## src/rtl/uram_tdp_rr_arbiter_if.sv

```systemverilog
// ---------------------------------------------------------------------------
// uram_tdp_rr_arbiter_if
// Client-side bundle of the true-dual-port ultraRAM arbiter.
//   req       : request valid per requester, held until granted
//   reqWr     : 1 = write, 0 = read, per requester
//   reqAddrs  : word address, requester i at [i*ADDRS_WIDTH +: ADDRS_WIDTH]
//   reqWrdata : write data, requester i at [i*64 +: 64]
//   gnt       : same-cycle grant per requester
//   rspValid  : read data valid per requester (cycle after the read grant)
//   rspData   : read data per requester, zero when its rspValid bit is low
// master = requester side, slave = arbiter side.
// ---------------------------------------------------------------------------
interface uram_tdp_rr_arbiter_if #(
  parameter int ADDRS_WIDTH = 12,
  parameter int NREQ        = 4
);
  logic [NREQ-1:0]             req;
  logic [NREQ-1:0]             reqWr;
  logic [NREQ*ADDRS_WIDTH-1:0] reqAddrs;
  logic [NREQ*64-1:0]          reqWrdata;
  logic [NREQ-1:0]             gnt;
  logic [NREQ-1:0]             rspValid;
  logic [NREQ*64-1:0]          rspData;

  modport master (
    output req, reqWr, reqAddrs, reqWrdata,
    input  gnt, rspValid, rspData
  );

  modport slave (
    input  req, reqWr, reqAddrs, reqWrdata,
    output gnt, rspValid, rspData
  );
endinterface

```

## src/rtl/uram_tdp_rr_arbiter.sv

```systemverilog
// ---------------------------------------------------------------------------
// uram_tdp_rr_arbiter
// Shares one 64-bit true-dual-port ultraRAM between NREQ (=4) requesters.
// Up to two grants per cycle (one per RAM port) in round-robin order, with
// same-address write hazards between the two ports blocked, and read data
// routed back to the requester that issued the read one cycle later.
// Ports:
//   CLK, RESET          : clock, synchronous active-high reset
//   cli (slave)         : requester bundle, see uram_tdp_rr_arbiter_if
//   wrenA/rdenA/...B    : RAM port enables
//   wraddrsA/rdaddrsA/..: RAM port addresses
//   wrdataA/wrdataB     : RAM write data
//   rddataA/rddataB     : RAM read data, valid the cycle after rden
// ---------------------------------------------------------------------------
module uram_tdp_rr_arbiter #(
  parameter int ADDRS_WIDTH = 12,
  parameter int NREQ        = 4
) (
  input  logic                   CLK,
  input  logic                   RESET,
  uram_tdp_rr_arbiter_if.slave   cli,
  output logic                   wrenA,
  output logic                   rdenA,
  output logic                   wrenB,
  output logic                   rdenB,
  output logic [ADDRS_WIDTH-1:0] wraddrsA,
  output logic [ADDRS_WIDTH-1:0] rdaddrsA,
  output logic [ADDRS_WIDTH-1:0] wraddrsB,
  output logic [ADDRS_WIDTH-1:0] rdaddrsB,
  output logic [63:0]            wrdataA,
  output logic [63:0]            wrdataB,
  input  logic [63:0]            rddataA,
  input  logic [63:0]            rddataB
);

  // Round-robin pointer and per-port read tags {valid, requester index}.
  logic [1:0]             ptr_q, ptr_d;
  logic [2:0]             tag_a_q, tag_a_d;
  logic [2:0]             tag_b_q, tag_b_d;

  logic                   a_found_s;
  logic [1:0]             a_idx_s;
  logic [1:0]             a_cand_s;
  logic                   a_wr_s;
  logic [ADDRS_WIDTH-1:0] a_addr_s;
  logic [63:0]            a_data_s;

  logic                   b_found_s;
  logic [1:0]             b_idx_s;
  logic [1:0]             b_cand_s;
  logic                   b_wr_s;
  logic [ADDRS_WIDTH-1:0] b_addr_s;
  logic [ADDRS_WIDTH-1:0] b_cand_addr_s;
  logic [63:0]            b_data_s;
  logic                   b_conflict_s;

  logic [NREQ-1:0]        gnt_s;
  logic [NREQ-1:0]        rsp_valid_s;
  logic [NREQ*64-1:0]     rsp_data_s;

  // Port A pick: first requesting index scanning circularly from ptr.
  // Nothing is picked while RESET is high, so pending requests simply wait.
  always_comb begin
    a_found_s = 1'b0;
    a_idx_s   = 2'd0;
    a_cand_s  = 2'd0;
    for (int k = 0; k < NREQ; k++) begin
      a_cand_s = ptr_q + 2'(k);
      if (!a_found_s && cli.req[a_cand_s] && !RESET) begin
        a_found_s = 1'b1;
        a_idx_s   = a_cand_s;
      end else begin
        a_found_s = a_found_s;
      end
    end
    a_wr_s   = cli.reqWr[a_idx_s];
    a_addr_s = cli.reqAddrs[int'(a_idx_s)*ADDRS_WIDTH +: ADDRS_WIDTH];
    a_data_s = cli.reqWrdata[int'(a_idx_s)*64 +: 64];
  end

  // Port B pick: scan from A+1, skipping requesters that would touch A's
  // address with at least one side writing (read+read is allowed).
  always_comb begin
    b_found_s     = 1'b0;
    b_idx_s       = 2'd0;
    b_cand_s      = 2'd0;
    b_cand_addr_s = '0;
    b_conflict_s  = 1'b0;
    for (int k = 1; k < NREQ; k++) begin
      b_cand_s      = a_idx_s + 2'(k);
      b_cand_addr_s = cli.reqAddrs[int'(b_cand_s)*ADDRS_WIDTH +: ADDRS_WIDTH];
      b_conflict_s  = (b_cand_addr_s == a_addr_s) && (cli.reqWr[b_cand_s] || a_wr_s);
      if (a_found_s && !b_found_s && cli.req[b_cand_s] && !b_conflict_s) begin
        b_found_s = 1'b1;
        b_idx_s   = b_cand_s;
      end else begin
        b_found_s = b_found_s;
      end
    end
    b_wr_s   = cli.reqWr[b_idx_s];
    b_addr_s = cli.reqAddrs[int'(b_idx_s)*ADDRS_WIDTH +: ADDRS_WIDTH];
    b_data_s = cli.reqWrdata[int'(b_idx_s)*64 +: 64];
  end

  // Grants and RAM port drive; an unused port is driven all-zero.
  always_comb begin
    gnt_s = '0;
    if (a_found_s) begin
      gnt_s[a_idx_s] = 1'b1;
    end else begin
      gnt_s = gnt_s;
    end
    if (b_found_s) begin
      gnt_s[b_idx_s] = 1'b1;
    end else begin
      gnt_s = gnt_s;
    end
    wrenA    = a_found_s & a_wr_s;
    rdenA    = a_found_s & ~a_wr_s;
    wraddrsA = a_found_s ? a_addr_s : '0;
    rdaddrsA = a_found_s ? a_addr_s : '0;
    wrdataA  = a_found_s ? a_data_s : 64'd0;
    wrenB    = b_found_s & b_wr_s;
    rdenB    = b_found_s & ~b_wr_s;
    wraddrsB = b_found_s ? b_addr_s : '0;
    rdaddrsB = b_found_s ? b_addr_s : '0;
    wrdataB  = b_found_s ? b_data_s : 64'd0;
  end

  // Next state: pointer moves past the last winner; tags remember reads.
  always_comb begin
    if (b_found_s) begin
      ptr_d = b_idx_s + 2'd1;
    end else if (a_found_s) begin
      ptr_d = a_idx_s + 2'd1;
    end else begin
      ptr_d = ptr_q;
    end
    tag_a_d = {a_found_s & ~a_wr_s, a_idx_s};
    tag_b_d = {b_found_s & ~b_wr_s, b_idx_s};
  end

  // State register with synchronous reset.
  always_ff @(posedge CLK) begin
    if (RESET) begin
      ptr_q   <= 2'd0;
      tag_a_q <= 3'd0;
      tag_b_q <= 3'd0;
    end else begin
      ptr_q   <= ptr_d;
      tag_a_q <= tag_a_d;
      tag_b_q <= tag_b_d;
    end
  end

  // Read return: decode the registered tags. RESET in the return cycle
  // drops the response immediately rather than one edge later.
  always_comb begin
    rsp_valid_s = '0;
    rsp_data_s  = '0;
    if (!RESET && tag_a_q[2]) begin
      rsp_valid_s[tag_a_q[1:0]]                 = 1'b1;
      rsp_data_s[int'(tag_a_q[1:0])*64 +: 64] = rddataA;
    end else begin
      rsp_valid_s = rsp_valid_s;
    end
    if (!RESET && tag_b_q[2]) begin
      rsp_valid_s[tag_b_q[1:0]]                 = 1'b1;
      rsp_data_s[int'(tag_b_q[1:0])*64 +: 64] = rddataB;
    end else begin
      rsp_valid_s = rsp_valid_s;
    end
  end

  assign cli.gnt      = gnt_s;
  assign cli.rspValid = rsp_valid_s;
  assign cli.rspData  = rsp_data_s;

endmodule

```

## src/flat_wrapper.sv

```systemverilog
// flat-port wrapper written by rule: the top's interface ports become plain ports
module uram_tdp_rr_arbiter_flat 
#(
  parameter int ADDRS_WIDTH = 12,
  parameter int NREQ        = 4
)
  (CLK, RESET, wrenA, rdenA, wrenB, rdenB, wraddrsA, rdaddrsA, wraddrsB, rdaddrsB, wrdataA, wrdataB, rddataA, rddataB, cli_req, cli_reqWr, cli_reqAddrs, cli_reqWrdata, cli_gnt, cli_rspValid, cli_rspData);
  uram_tdp_rr_arbiter_if #(.ADDRS_WIDTH(ADDRS_WIDTH), .NREQ(NREQ)) cli_i ();
  input  logic CLK;
  input  logic RESET;
  output logic wrenA;
  output logic rdenA;
  output logic wrenB;
  output logic rdenB;
  output logic [ADDRS_WIDTH-1:0] wraddrsA;
  output logic [ADDRS_WIDTH-1:0] rdaddrsA;
  output logic [ADDRS_WIDTH-1:0] wraddrsB;
  output logic [ADDRS_WIDTH-1:0] rdaddrsB;
  output logic [63:0] wrdataA;
  output logic [63:0] wrdataB;
  input  logic [63:0] rddataA;
  input  logic [63:0] rddataB;
  input wire logic [$bits(cli_i.req)-1:0] cli_req;
  input wire logic [$bits(cli_i.reqWr)-1:0] cli_reqWr;
  input wire logic [$bits(cli_i.reqAddrs)-1:0] cli_reqAddrs;
  input wire logic [$bits(cli_i.reqWrdata)-1:0] cli_reqWrdata;
  output wire logic [$bits(cli_i.gnt)-1:0] cli_gnt;
  output wire logic [$bits(cli_i.rspValid)-1:0] cli_rspValid;
  output wire logic [$bits(cli_i.rspData)-1:0] cli_rspData;
  assign cli_i.req = cli_req;
  assign cli_i.reqWr = cli_reqWr;
  assign cli_i.reqAddrs = cli_reqAddrs;
  assign cli_i.reqWrdata = cli_reqWrdata;
  assign cli_gnt = cli_i.gnt;
  assign cli_rspValid = cli_i.rspValid;
  assign cli_rspData = cli_i.rspData;
  uram_tdp_rr_arbiter #(.ADDRS_WIDTH(ADDRS_WIDTH), .NREQ(NREQ)) u_core (.CLK(CLK), .RESET(RESET), .cli(cli_i), .wrenA(wrenA), .rdenA(rdenA), .wrenB(wrenB), .rdenB(rdenB), .wraddrsA(wraddrsA), .rdaddrsA(rdaddrsA), .wraddrsB(wraddrsB), .rdaddrsB(rdaddrsB), .wrdataA(wrdataA), .wrdataB(wrdataB), .rddataA(rddataA), .rddataB(rddataB));
endmodule
```

## config.mk

```make
export PLATFORM = sky130hd
export DESIGN_NAME = uram_tdp_rr_arbiter_flat
export DESIGN_NICKNAME = d
export VERILOG_FILES = /design/src/rtl/uram_tdp_rr_arbiter_if.sv /design/src/rtl/uram_tdp_rr_arbiter.sv /design/src/flat_wrapper.sv
export SDC_FILE = /design/constraint.sdc
export NUM_CORES = 1
export LEC_CHECK = 0
export BUFFER_PORTS_ARGS = -buffer_cell sky130_fd_sc_hd__buf_2
export CAP_MARGIN = 20
export CELL_PAD_IN_SITES_DETAIL_PLACEMENT = 1
export CELL_PAD_IN_SITES_GLOBAL_PLACEMENT = 1
export CORE_AREA = 2 2 345 347
export CTS_CLUSTER_DIAMETER = 100
export CTS_CLUSTER_SIZE = 20
export DETAILED_ROUTE_END_ITERATION = 12
export DIE_AREA = 0 0 347 349
export PLACE_DENSITY = 0.44
export RECOVER_POWER = 25
export SLEW_MARGIN = 10
export SYNTH_ARGS = -nofsm -noshare
export SYNTH_HDL_FRONTEND = slang
export SYNTH_SLANG_ARGS = --single-unit
```

## constraint.sdc

```tcl
create_clock -name CLK -period 12.6 [get_ports CLK]
set_input_delay 0.63 -clock CLK [delete_from_list [all_inputs] [get_ports CLK]]
set_output_delay 0.63 -clock CLK [all_outputs]
set_load 0.01 [all_outputs]
```

==> flow_metrics.py, run 1 <==
metrics = {
    "critical_path": {
        "critical_path_class": "input port to primary output",
        "crit_required_ns": 11.97,
        "critPathMaxFanout": 215,
        "reg2reg_slack_ns": 5.85,
        "worstPathCellList": "clkbuf_1, nor2_1, nor4_4, clkbuf_1, nor2_1, inv_6, a211oi_1, or3_1, nand4_1, or4_1, o21bai_4, buf_12, buf_12, and4_1, a311o_1, a22o_1, buf_2",
        "path_depth": 17,
        "crit_path_max_incr_delay_ns": 1.31,
        "crit-reg2reg-launch": "u_core.ptr_q[0]",
        "arrival_ns": 8.20,
        "critPathBufInv": 6,
        "crit_family": "simple AND/OR/NAND/NOR gates",
        "reg2reg_depth": 15,
        "regToRegEndpoint": "u_core.ptr_q[1]",
        "cp_slowest_cell": "nor2_1",
        "cp-start-kind": "input port",
        "end_kind": "primary output",
    },
    "sta": {
        "finalHoldViolCount": 0,
        "max-slew-margin-rel": -1.490,
        "final_max_slew_viol_count": 212,
        "worst_pin_slew_ns": 3.735,
        "finalSetupTns_ns": 0,
        "setup_viol": 0,
        "rsz0062_at_grt": "no",
        "skew_ns": 0.002482,
        "finalCritPeriodShare": 0.7006,
        "clock.fmax_mhz": 113.3,
        "period_needed_ns": 8.827,
        "setup_ws_ns": 3.773,
    },
    "detailed_routing": {
        "wl_per_cell_um": 25.05,
        "routed_via_density": 4.764,
        "drt-met1-wl_um": 41500,
        "antenna_left": 0,
        "met2_length_um": 51340,
        "post-route-drc-count": 0,
        "initialDrtViolationCount": 1133,
        "met3_length_um": 5854,
        "first_pass_iters": 7,
        "dr.max_layer_used": "met5",
        "wl_um": 101000,
        "num_vias": 19200,
    },
    "clock_network": {
        "cts.sinks": 8,
        "cts_setup_buffers": 0,
        "clockBufferDepth": 2,
        "cts-root-buf": "clkbuf_16",
        "cts-htree-levels": 1,
        "clk-insertion-delay-late_ns": 0.23,
        "cts_hold_buf": 0,
        "cts_tree": "yes",
        "cts_buffers": 3,
        "ctsResizeCount": 0,
        "clk_pin_slew_worst_paths_ns": 0.03,
    },
    "status": {
        "violations": "capacitance limit, slew limit",
        "outcome": "complete, but fails checks",
    },
    "synthesis": {
        "yosys_most_used_dff": "dfxtp_1",
        "yosysWarnings": 0,
        "syn_nets": 2292,
        "netlist.top_cell.by_area": "a22o_1",
        "synth-seq-cells": 8,
        "synth_edf_count": 0,
        "syn_inst": 1829,
        "postSynthAreaPerCell_um2": 7.692,
        "synth.area.top_cells": "a22o_1 (21%), mux4_2 (15%), a311o_1 (10%)",
        "synth_top_cell_area_share": 0.2098,
        "synthDistinctLibCells": 63,
        "synthArstFlopShare": 0,
        "synth.cell_area_um2": 14070,
        "synth-seq-area-share": 0.01138,
    },
    "grt": {
        "grt_overflow": 0,
        "antenna_found_initial": 53,
        "grt_max_degree": 216,
        "track_usage": 0.1537,
        "grt_pass1_vias": 18810,
        "grt_pass1_wl_um": 141600,
    },
    "floorplan": {
        "start_util": 0.1198,
        "core_um2": 117500,
        "fp.dieH_um": 349,
        "num_rows": 126,
        "die_area_um2": 121100,
        "die_x_um": 347,
        "ios": 886,
    },
    "cells_and_area": {
        "final_nets": 2939,
        "final_cells": 4030,
        "layout_common_cells": "buf_2 (784), a22o_1 (337), nand2_1 (161)",
        "num-fill-cells": 14350,
        "mostFrequentLayoutCell": "buf_2",
        "drive_gt1_frac": 0.3767,
        "area_growth_pct": 38.36,
    },
    "power": {
        "leakagePower_nw": 8.340,
        "peakVddDrop_mv": 0.04073,
        "pwr_density_cell_nw_per_um2": 72.28,
    },
    "min_path": {
        "hp-class": "register to register",
        "min_from": "u_core.ptr_q[1]",
        "min_path_cells": 2,
        "min_to": "u_core.ptr_q[1]",
    },
    "run": {
        "cap_viol_max_count": 4,
    },
    "placed_design": {
        "place_inst": 4007,
        "port_buffers": 885,
        "gp_congestion": 0.8249,
        "hpwl_um": 78610,
        "dp_slack_ns": 5.173,
    },
}
==> metrics by stage <==
step	hold WS, ns	total power [W]	instance area, um2	utilization
2_1_floorplan	0.5249	0.0008655	14070	-
3_3_place_gp	0.5965	0.001372	19510	0.1661
3_5_place_dp	0.5883	0.001374	19510	0.1661
4_1_cts	0.5923	0.001433	19590	0.1668
5_1_grt	0.6096	0.001525	19450	0.1656
6_report	0.5925	0.001407	19460	0.1657
==> flip-flops by register name, summed over array words and instances, names as in the netlist <==
name            flops
u_core.ptr_q        2
u_core.tag_b_q      3
u_core.tag_a_q      3
==> power by group <==
group | total (W) | internal (W) | switching, W
registers | 0.0000395 | 0.0000299 | 0.00000952
clock network | 0.0000518 | 0.0000408 | 0.0000110
logic | 0.00132 | 0.000541 | 0.000775
total | 0.00141 | 0.000611 | 0.000796
==> cell usage after synthesis (3+ instances only) <==
cell,number
buf_2,40
or2_2,5
a21oi_1,151
buf_1,11
buf_8,4
xnor2_1,19
mux2i_1,10
nand4_1,17
a22oi_1,4
nor2_1,31
o311ai_0,7
o21a_1,3
nor4_1,7
and2_1,75
buf_6,7
nand2_1,161
a311o_1,147
nand2b_1,150
nand3_1,16
buf_4,34
o21ai_0,29
a22o_1,337
and4_1,151
a211oi_2,3
a211oi_1,5
mux2_2,3
o221a_2,3
mux4_2,91
o2111ai_1,3
inv_1,18
dfxtp_1,8
clkbuf_1,173
xor2_1,18
and3_1,10
ha_1,21
or3_1,11
nor3_1,14
==> routing by layer <==
metal / track usage / vias up
met5: 0 / -
met2: 0.2826 / 787
met4: 0.02502 / 10
met3: 0.02693 / 122
li1: - / 8650
met1: 0.1879 / 9630
==> tightest hold or removal path, delay by kind of cell (launching register included) <==
| kind | cells | cell delay, ns |
|---|---|---|
| flip-flops | 1 | 0.36 |
| AO/OA/AOI/OAI | 1 | 0.05 |
| AND/OR/NAND/NOR | 1 | 0.13 |
==> area by class of cell <==
cell class	count	area, um2	area share
sequential	8	160.2	0.008228
antenna	20	50.05	0.002571
inverter	21	83.83	0.004307
tap	1536	1922	0.09873
clock buffer	3	75.07	0.003857
multi-input combinational	1531	12640	0.6494
timing repair buffer	911	4533	0.2329
==> how the worst max path moves through the flow <==
stage	from	end	slack, ns
2_1_floorplan	cli_req[1]	wraddrsB[4]	7.09
6_report	cli_req[1]	wrdataB[59]	3.77
3_3_place_gp	cli_req[1]	wrdataB[59]	5.14
3_5_place_dp	cli_req[1]	wrdataB[59]	5.17
5_1_grt	cli_req[1]	wrdataB[59]	3.23
4_1_cts	cli_req[1]	wrdataB[59]	5.18
==> kinds of logic (layout without fill, tap and decap cells) <==
logic type,Yosys count,in the layout,share of synthesized area
AO/OA/AOI/OAI,708,708,0.4072
multiplexers,104,104,0.1552
buffers and inverters,290,935,0.09712
flip-flops,8,8,0.01138
adder cells (fa/ha/maj),21,21,0.01868
other,0,20,0
XOR/XNOR,37,37,0.02303
AND/OR/NAND/NOR,661,661,0.2874
No activity file was read; power rests on OpenSTA's default activity.
==> run 2: changes to the inputs <==
--- a/config.mk
+++ b/config.mk
@@ -9,12 +9,12 @@
 export CAP_MARGIN = 20
 export CELL_PAD_IN_SITES_DETAIL_PLACEMENT = 1
 export CELL_PAD_IN_SITES_GLOBAL_PLACEMENT = 1
-export CORE_AREA = 2 2 345 347
+export CORE_AREA = 2 2 343 345
 export CTS_CLUSTER_DIAMETER = 100
 export CTS_CLUSTER_SIZE = 20
 export DETAILED_ROUTE_END_ITERATION = 12
-export DIE_AREA = 0 0 347 349
-export PLACE_DENSITY = 0.44
+export DIE_AREA = 0 0 345 347
+export PLACE_DENSITY = 0.46
 export RECOVER_POWER = 25
 export SLEW_MARGIN = 10
 export SYNTH_ARGS = -nofsm -noshare
==> constraint.sdc (replaced) <==
create_clock -name CLK -period 7.9 [get_ports CLK]
set_input_delay 0.395 -clock CLK [delete_from_list [all_inputs] [get_ports CLK]]
set_output_delay 0.395 -clock CLK [all_outputs]
set_load 0.01 [all_outputs]
==> flow_metrics.py, run 2 (synthesis results as in run 1) <==
metrics = {
    "cells_and_area": {
        "multiInputGateArea_um2": 12660,
        "area_growth_pct": 39.14,
        "layout_common_cells": "buf_2 (781), a22o_1 (337), nand2_1 (161)",
        "top_regs": "u_core.tag_a_q: 3 flops, u_core.tag_b_q: 3 flops, u_core.ptr_q: 2 flops",
        "finish.utilization": 0.1691,
        "final_nets": 2947,
        "stdcell_area_um2": 19580,
        "mostFrequentLayoutCell": "buf_2",
        "drive_gt1_frac": 0.3787,
        "num-fill-cells": 14220,
        "seqCellArea_um2": 160.2,
    },
    "floorplan": {
        "die_x_um": 345,
        "fp.dieH_um": 347,
        "core_um2": 115700,
        "start_util": 0.1216,
        "die_area_um2": 119700,
        "num_rows": 125,
        "ios": 886,
    },
    "run": {
        "cap_viol_max_count": 4,
    },
    "sta": {
        "finalHoldViolCount": 0,
        "rsz0062_at_grt": "no",
        "max-slew-margin-rel": -1.521,
        "finalCritPeriodShare": 0.8217,
        "worst_pin_slew_ns": 3.782,
        "skew_ns": 0.001036,
        "setup_viol": 0,
        "whs_ns": 0.5012,
        "clock.fmax_mhz": 154.1,
        "finalSetupTns_ns": 0,
        "period_needed_ns": 6.491,
        "final_max_slew_viol_count": 264,
    },
    "placed_design": {
        "hpwl_um": 79470,
        "gp_congestion": 0.8703,
        "port_buffers": 885,
        "postPlaceCellArea_um2": 19580,
    },
    "critical_path": {
        "reg2reg_slack_ns": 2.34,
        "crit_required_ns": 7.51,
        "reg2reg_depth": 15,
        "cp-start-kind": "input port",
        "arrival_ns": 6.10,
        "critical_path_class": "input port to primary output",
        "regToRegEndpoint": "u_core.ptr_q[1]",
        "crit_end": "rdaddrsB[8]",
        "crit-reg2reg-launch": "u_core.ptr_q[1]",
        "crit_path_start": "cli_req[3]",
        "critPathMaxFanout": 68,
        "end_kind": "primary output",
    },
    "grt": {
        "grt_pass1_wl_um": 144300,
        "antenna_found_initial": 73,
        "grt_pass1_vias": 19350,
        "grt_max_degree": 169,
        "grt_overflow": 0,
        "track_usage": 0.1580,
    },
    "clock_network": {
        "cts.sinks": 8,
        "clockBufferDepth": 2,
        "cts_setup_buffers": 0,
        "cts_buffers": 3,
        "ctsResizeCount": 0,
        "cts_tree": "yes",
        "clk-insertion-delay-late_ns": 0.23,
        "cts-htree-levels": 1,
        "clk_pin_slew_worst_paths_ns": 0.04,
        "cts-root-buf": "clkbuf_16",
        "cts_hold_buf": 0,
    },
    "detailed_routing": {
        "antenna_left": 0,
        "routed_via_density": 4.845,
        "initialDrtViolationCount": 1231,
        "wl_per_cell_um": 25.16,
        "post-route-drc-count": 2,
        "wl_um": 101500,
        "num_vias": 19550,
        "first_pass_iters": 9,
    },
    "min_path": {
        "hp-class": "input port to register",
    },
    "power": {
        "seqPwrFrac": 0.028,
        "peakVddDrop_mv": 0.07542,
        "p_int_w": 0.0009861,
        "leakagePower_nw": 8.381,
        "sw_frac_of_total": 0.5616,
        "switching_power_w": 0.001263,
        "p_comb_frac": 0.934,
        "power_w": 0.002249,
        "pwr_density_cell_nw_per_um2": 114.9,
        "power_frac_clock": 0.038,
    },
    "status": {
        "violations": "DRC, capacitance limit, slew limit",
        "outcome": "complete, but fails checks",
    },
}
## run 2: cell count changes in the layout (fill, tap and decap cells not counted), moves of 2 or more
cell	delta
clkbuf_1	+3
buf_4	+6
a211oi_2	+3
a211oi_1	-3
diode_2	+8
buf_12	+2
buf_2	-3
## run 2: worst min-delay path by stage
stage,from,end,slack (ns),depth (start not counted)
after detailed placement,u_core.ptr_q[1],u_core.ptr_q[1],0.59,2
after global routing,RESET,u_core.ptr_q[1],0.53,2
final,RESET,u_core.ptr_q[1],0.50,2
after global placement,u_core.ptr_q[0],u_core.ptr_q[0],0.60,1
after CTS,RESET,u_core.ptr_q[1],0.51,2
after floorplan,u_core.ptr_q[1],u_core.ptr_q[1],0.52,2
## run 2: power groups by stage
stage,combinational [W],clock (W),sequential [W]
after floorplan,0.00133,0,0.0000543
after global placement,0.00213,0,0.0000634
after detailed placement,0.00213,0,0.0000629
after CTS,0.00214,0.0000875,0.0000623
after global routing,0.00230,0.0000911,0.0000644
final,0.00210,0.0000856,0.0000627
## run 2: layer usage
metal	share of wire	wire, um	global-route usage
met5	0.0022	228	0
met2	0.49	49480	0.2744
met3	0.068	6906	0.03477
met1	0.41	41630	0.1942
met4	0.032	3251	0.04681
## run 2: worst max-delay path, cell delays in order
cell and delay [ns]:
buf_2 0.19, nor2_1 0.15, a21oi_4 0.47, clkbuf_1 2.62, a31oi_1 0.75, o21a_4 0.62
buf_4 0.33, a22o_1 0.31, buf_2 0.16
## run 2: area by class of cell
cell class                 instances  area share
antenna                           28    0.003579
clock buffer                       3    0.003835
inverter                          21    0.004283
multi-input combinational       1531      0.6470
sequential                         8    0.008182
tap                             1524     0.09741
timing repair buffer             919      0.2357
## run 2: per-stage QoR
| step | std cells | setup WS (ns) |
|---|---|---|
| 2_1_floorplan | 1829 | 2.864 |
| 5_1_grt | 4026 | 0.8001 |
| 3_3_place_gp | 4002 | 1.419 |
| 3_5_place_dp | 4003 | 1.380 |
| 6_report | 4034 | 1.409 |
| 4_1_cts | 4006 | 1.311 |
==> run 3: changes to the inputs <==
==> constraint.sdc (replaced) <==
create_clock -name CLK -period 5.58 [get_ports CLK]
set_input_delay 0.279 -clock CLK [delete_from_list [all_inputs] [get_ports CLK]]
set_output_delay 0.279 -clock CLK [all_outputs]
set_load 0.01 [all_outputs]
==> flow_metrics.py, run 3 (synthesis results as in run 1) <==
metrics = {
    "floorplan": {
        "die_x_um": 345,
        "core_um2": 115700,
        "start_util": 0.1216,
        "ios": 886,
        "fp.dieH_um": 347,
        "num_rows": 125,
        "die_area_um2": 119700,
    },
    "critical_path": {
        "cp-start-kind": "register",
        "end_kind": "primary output",
        "arrival_ns": 4.98,
        "crit_required_ns": 5.30,
        "critical_path_class": "register to primary output",
        "critPathMaxFanout": 38,
    },
    "sta": {
        "skew_ns": 0.009680,
        "clock.fmax_mhz": 190.0,
        "whs_ns": 0.4193,
        "max-slew-margin-rel": -0.1280,
        "finalCritPeriodShare": 0.9430,
        "rsz0062_at_grt": "no",
        "finalSetupTns_ns": 0,
        "final_max_slew_viol_count": 195,
        "setup_viol": 0,
        "period_needed_ns": 5.262,
        "finalHoldViolCount": 0,
        "worst_pin_slew_ns": 1.692,
    },
    "grt": {
        "grt_pass1_vias": 19320,
        "grt_max_degree": 185,
        "antenna_found_initial": 65,
        "grt_overflow": 0,
        "track_usage": 0.1606,
        "grt_pass1_wl_um": 145800,
    },
    "placed_design": {
        "hpwl_um": 82880,
        "port_buffers": 885,
        "postPlaceCellArea_um2": 19930,
        "gp_congestion": 0.8564,
        "place_inst": 4035,
    },
    "clock_network": {
        "clockBufferDepth": 2,
        "clk_pin_slew_worst_paths_ns": 0.04,
        "cts.sinks": 8,
        "cts_buffers": 3,
        "cts-htree-levels": 1,
        "cts_tree": "yes",
        "cts_hold_buf": 0,
        "clk-insertion-delay-late_ns": 0.24,
        "cts-root-buf": "clkbuf_16",
    },
    "power": {
        "peakVddDrop_mv": 0.1039,
        "leakagePower_nw": 8.659,
        "pwr_density_cell_nw_per_um2": 163.7,
    },
    "status": {
        "violations": "capacitance limit, slew limit",
        "outcome": "complete, but fails checks",
    },
    "detailed_routing": {
        "initialDrtViolationCount": 1268,
        "routed_via_density": 4.830,
        "antenna_left": 0,
        "num_vias": 19610,
        "wl_per_cell_um": 25.44,
        "post-route-drc-count": 0,
        "first_pass_iters": 5,
        "wl_um": 103300,
    },
    "cells_and_area": {
        "top_regs": "u_core.tag_a_q: 3 flops, u_core.tag_b_q: 3 flops, u_core.ptr_q: 2 flops",
        "drive_gt1_frac": 0.3936,
        "layout_common_cells": "buf_2 (795), a22o_1 (337), nand2_1 (161)",
        "stdcell_area_um2": 19960,
        "final_cells": 4060,
        "mostFrequentLayoutCell": "buf_2",
        "final_nets": 2980,
        "area_growth_pct": 41.87,
        "finish.utilization": 0.1725,
    },
    "min_path": {
        "hp-class": "input port to register",
    },
    "run": {
        "cap_viol_max_count": 3,
    },
}
## run 3: through the flow
stage	setup slack [ns]	power, W
2_1_floorplan	0.7755	0.001954
3_3_place_gp	0.3277	0.003166
3_5_place_dp	0.2566	0.003172
4_1_cts	0.1522	0.003311
5_1_grt	0.004992	0.003533
6_report	0.3181	0.003268
## run 3: area by class of cell
type	instances	area (um2)
Clock buffer	3	75.07
Multi-Input combinational cell	1531	12670
Antenna cell	21	52.55
Sequential cell	8	160.2
Timing Repair Buffer	952	5009
Fill cell	14150	95780
Tap cell	1524	1907
Inverter	21	86.33
## run 3: critical path, cell delays in order, from the launching register on
cell      delay [ns]
dfxtp_1         0.46
a21oi_1         0.10
o21a_1          0.20
o221a_4         0.31
ha_4            0.46
buf_6           0.31
mux4_2          0.35
xor2_1          0.15
nor3_1          0.20
nand4_1         0.21
o21bai_4        0.33
buf_4           0.27
buf_12          0.22
buf_4           0.25
a21oi_1         0.06
a311o_1         0.27
a22o_1          0.32
buf_2           0.18
## run 3: per-layer routing
metal	GRT usage	vias to the layer above	part of all wire
li1	-	8749	-
met1	0.2011	9861	0.42
met2	0.2886	848	0.50
met3	0.02245	143	0.053
met4	0.03741	10	0.029
met5	0	-	0.00073
## run 3: timing repair
item,in CTS,in global routing
buffers inserted,0,1
resized for setup,0,3
endpoints found under the setup margin,0,38
## run 3: final timing paths
check / from / end / slack, ns / cells after the start
max: u_core.ptr_q[1] / wrdataB[59] / 0.32 / 17
min reg2reg: u_core.ptr_q[1] / u_core.ptr_q[1] / 0.60 / 2
max reg2reg: u_core.ptr_q[1] / u_core.tag_b_q[2] / 0.98 / 15
min: RESET / u_core.ptr_q[1] / 0.42 / 2
## run 3: where the power goes
part | internal (W) | switching [W]
clock | 0.0000930 | 0.0000338
combinational | 0.00129 | 0.00176
sequential | 0.0000675 | 0.0000259
total | 0.00145 | 0.00182
